`src/rtl/gnn_in_loader.sv`:
```
// Frame loader for the GNN array: deserialises a 40-word stream of signed features and weights
// into parallel registers, then fires a one-cycle in_ready pulse and optionally waits for gnn_done.
module gnn_in_loader #(
  parameter int WAIT_DONE = 1
) (
  input  logic              clk,
  input  logic              rst_n,
  input  logic              s_valid,
  output logic              s_ready,
  input  logic signed [4:0] s_data,
  input  logic              s_last,
  output logic signed [4:0] x0_node0, x1_node0, x2_node0, x3_node0,
  output logic signed [4:0] x0_node1, x1_node1, x2_node1, x3_node1,
  output logic signed [4:0] x0_node2, x1_node2, x2_node2, x3_node2,
  output logic signed [4:0] x0_node3, x1_node3, x2_node3, x3_node3,
  output logic signed [4:0] w04, w14, w24, w34, w05, w15, w25, w35,
  output logic signed [4:0] w06, w16, w26, w36, w07, w17, w27, w37,
  output logic signed [4:0] w48, w58, w68, w78, w49, w59, w69, w79,
  output logic              in_ready,
  input  logic              gnn_done,
  input  logic              err_clr,
  output logic              frame_err,
  output logic [5:0]        word_cnt
);

  typedef enum logic [1:0] {S_INIT, S_LOAD, S_FIRE, S_WAIT} state_t;

  localparam logic [5:0] LAST_IDX = 6'd39;

  state_t            state;
  logic signed [4:0] regs [40];

  assign s_ready = (state == S_LOAD);

  always_ff @(posedge clk or negedge rst_n) begin
    if (!rst_n) begin
      state     <= S_INIT;
      word_cnt  <= '0;
      in_ready  <= 1'b0;
      frame_err <= 1'b0;
      // NOTE: the register file is reset explicitly because the outputs must read 0 out of reset;
      // a plain storage array without that requirement would be left unreset.
      for (int i = 0; i < 40; i++) regs[i] <= '0;
    end else begin
      // NOTE: non-blocking assignments throughout, so later writes in this block
      // (a new framing error) override earlier ones (err_clr) within the same edge.
      in_ready <= 1'b0;
      if (err_clr) frame_err <= 1'b0;
      case (state)
        S_INIT: state <= S_LOAD;
        S_LOAD: begin
          if (s_valid) begin
            regs[word_cnt] <= s_data;
            if (word_cnt == LAST_IDX) begin
              word_cnt <= '0;
              state    <= S_FIRE;
              in_ready <= 1'b1;
              if (!s_last) frame_err <= 1'b1;
            end else if (s_last) begin
              // Short frame: restart from index 0; already-written registers keep their values.
              word_cnt  <= '0;
              frame_err <= 1'b1;
            end else begin
              word_cnt <= word_cnt + 6'd1;
            end
          end
        end
        S_FIRE: state <= (WAIT_DONE != 0) ? S_WAIT : S_LOAD;
        S_WAIT: if (gnn_done) state <= S_LOAD;
        default: state <= S_INIT;
      endcase
    end
  end

  assign x0_node0 = regs[0];  assign x1_node0 = regs[1];  assign x2_node0 = regs[2];  assign x3_node0 = regs[3];
  assign x0_node1 = regs[4];  assign x1_node1 = regs[5];  assign x2_node1 = regs[6];  assign x3_node1 = regs[7];
  assign x0_node2 = regs[8];  assign x1_node2 = regs[9];  assign x2_node2 = regs[10]; assign x3_node2 = regs[11];
  assign x0_node3 = regs[12]; assign x1_node3 = regs[13]; assign x2_node3 = regs[14]; assign x3_node3 = regs[15];

  assign w04 = regs[16]; assign w14 = regs[17]; assign w24 = regs[18]; assign w34 = regs[19];
  assign w05 = regs[20]; assign w15 = regs[21]; assign w25 = regs[22]; assign w35 = regs[23];
  assign w06 = regs[24]; assign w16 = regs[25]; assign w26 = regs[26]; assign w36 = regs[27];
  assign w07 = regs[28]; assign w17 = regs[29]; assign w27 = regs[30]; assign w37 = regs[31];

  assign w48 = regs[32]; assign w58 = regs[33]; assign w68 = regs[34]; assign w78 = regs[35];
  assign w49 = regs[36]; assign w59 = regs[37]; assign w69 = regs[38]; assign w79 = regs[39];

endmodule

```
`config.mk`:
```
export PLATFORM = sky130hd
export DESIGN_NAME = gnn_in_loader
export DESIGN_NICKNAME = d
export VERILOG_FILES = /design/src/rtl/gnn_in_loader.sv
export SDC_FILE = /design/constraint.sdc
export NUM_CORES = 1
export LEC_CHECK = 0
export ABC_AREA = 0
export CAP_MARGIN = 20
export CORE_MARGIN = 3
export CORE_UTILIZATION = 49
export CTS_CLUSTER_SIZE = 8
export DETAILED_ROUTE_END_ITERATION = 16
export PLACE_DENSITY_LB_ADDON = 0.1
export SLEW_MARGIN = 0
export SYNTH_ARGS = -nofsm -noshare
export SYNTH_HDL_FRONTEND = slang
export SYNTH_SLANG_ARGS = --single-unit
```
`constraint.sdc`:
```
create_clock -name clk -period 1.98 [get_ports clk]
set_input_delay 0.594 -clock clk [delete_from_list [all_inputs] [get_ports clk]]
set_output_delay 0.594 -clock clk [all_outputs]
set_load 0.02 [all_outputs]
```
==> flow_summary.ini <==
[status]
outcome = complete, no violations

[floorplanning]
rows = 47
die_w_um = 137
coreArea_um2 = 16700
initial_core_util_pct = 50.4
dieArea_um2 = 18800
die_y_um = 137
io_pins = 220

[critical_path]
cp_slowest_cell = dfrtp_1
end_kind = primary output
arrival_ns = 1.34
r2r_slack_ns = 0.05
crit_path_start_kind = flop
r2r_end = x2_node3[3]
path_buf_inv = 2
crit_chain = buf_4, clkdlybuf4s15_2
critPathMaxStageDelay_ns = 0.39
critPathRequiredTime_ns = 1.39
worstPathMaxFanout = 7
criticalPathCategory = flop to primary output
r2r_cells = 3
rr_startpoint = word_cnt[4]
critical_path.top_delay_family = buffers and inverters

[final_layout]
post_route_cells_drive_above_1_share_pct = 37.9
num-fill-cells = 1245
top_register = word_cnt
diodes = 0
nets = 810
layout-area-overhead-vs-synth_pct = 39.0
final_cells = 1015
multi_input_area_um2 = 3080
regArea_um2 = 5260
largest_reg_flops = 6
fin_area_um2 = 11700

[synthesis]
synth_top_area_share_pct = 62.5
synthCells = 541
synth-async-reset-ratio_pct = 100
synth_top_area_cell = dfrtp_1
yosys-top-cells-count = 210 x dfrtp_1, 184 x mux2_2, 22 x nor2_4
synth_edf_count = 0
yosys_warnings = 0
syn_area_um2 = 8410
synth_seq_area_share_pct = 62.5
synthFlopType = dfrtp_1
yosys-top-cells-area = dfrtp_1 62%, mux2_2 25%, nor2_4 2.9%, mux2_1 2.1%, nand2_1 0.80%
synth_most_common_cell = dfrtp_1
ys_types = 40
synth_seq_cells = 210
syn-mean-instance-area_um2 = 15.6
postSynthNetCount = 556

[cts]
htreeDepth = 1
cts_tree = yes
root_buffer = clkbuf_16
clkSinkCount = 210
clk_latency_ns = 0.53
cts_buffer_depth = 3
clk_pin_slew_worst_paths_ns = 0.05
numCtsBuffers = 30
cts_hold_buf = 0

[hold_path]
hold_path.class = input port to async pin

[sta]
max_freq_mhz = 516
fin_crit_sh_pct = 97.9
fin_crit_ns = 1.94
setup_slack_ns = 0.0412
setup_viol = 0
slew_headroom_pct = 39.4
worst_pin_slew_ns = 0.908
fin_skew_ns = 0.0155
setup_tns_ns = 0
hold_viol_final = 0
rsz0062_at_grt = false
slew_viol_final = 0

[power]
ir_drop_v = 0.000745
p_per_area_nw_per_um2 = 936
leakage_nw = 6.54

[route]
viasPerCell = 5.32
dr.pass1.iters = 4
first_iter_violations = 169
vias = 5404
wirelength_um = 21700
drc = 0
ant_nets = 0
wl_per_cell_um = 21.4

[grt]
grt_pass1_vias = 5839
track_usage_pct = 23.4
antenna_found_initial = 0
grt_max_degree = 42
grt_overflow = 0
grt_first_pass_wirelength_um = 33900

[placement]
dp_slack_ns = -0.455
dp_hpwl_um = 14600
gp_congestion = 0.775
dpl.cell_count = 982
port_buffers = 219
dpl-instance-area_um2 = 11100

[job]
maxCapViolCount = 0
[metal layers]
layer  share of wire [%]  track usage, %
met5                   0               0
met4                 2.4            5.76
met3                 6.3            4.82
met2                  49            39.2
met1                  42            31.5
[placed cells by master (no fill, tap or decap), types with 6 or more instances in the layout]
master,Yosys,layout
mux2_2,184,184
buf_12,0,9
nor2_4,22,27
nand2_1,18,15
clkbuf_16,0,31
mux2_1,16,16
dfrtp_1,210,207
o21ai_0,6,6
clkdlybuf4s50_1,0,8
buf_4,2,23
dlygate4sd2_1,0,204
[where the power goes]
group | internal, mW | total, mW | switching, mW
Sequential | 4.60 | 4.78 | 0.177
Clock | 2.70 | 4.36 | 1.66
Combinational | 0.733 | 1.80 | 1.07
[cell type report]
cell class,count,area share [%]
flip-flops and latches,210,45.0
clock inverters,1,0.0749
multi-input cells,299,26.3
well taps,220,2.35
inverters,4,0.128
repair buffers,250,19.5
clock buffers,31,6.63
[through the flow]
step	util, %	power, mW	hold slack (ns)
floorplan	-	5.79	0.298
global placement	66.5	6.75	0.467
detailed placement	66.5	6.81	0.476
CTS	69.9	11.0	0.00356
global route	70.0	11.4	0.0149
finish	70.0	10.9	0.000391
[worst max-delay path by stage]
| stage | end | start | depth (start not counted) | slack (ns) |
|---|---|---|---|---|
| floorplan | w35[0] | state[1] | 6 | 0.01 |
| global placement | x0_node1[1] | s_valid | 5 | -0.40 |
| detailed placement | w14[2] | s_valid | 5 | -0.46 |
| CTS | word_cnt[4] | word_cnt[4] | 1 | 0.02 |
| global route | word_cnt[3] | word_cnt[3] | 2 | 0.001 |
| finish | word_cnt[3] | word_cnt[3] | 2 | 0.04 |
[cells by family (layout without fill, tap and decap cells)]
group | Yosys count | count (layout) | share of synthesized area, %
flip-flops | 210 | 210 | 62.5
multiplexers | 202 | 202 | 27.0
AO/OA/AOI/OAI | 11 | 11 | 0.699
XOR/XNOR | 2 | 2 | 0.208
AND/OR/NAND/NOR | 80 | 80 | 7.44
adder cells (fa/ha/maj) | 4 | 4 | 0.595
buffers and inverters | 32 | 286 | 1.59
[timing repair]
action / 4_1_cts / 5_1_grt
pin swaps: 1 / 1
resized for setup: 229 / 7
endpoints found under the setup margin: 302 / 65
setup buffers: 1 / 0
(Power assumes the default switching activity.)
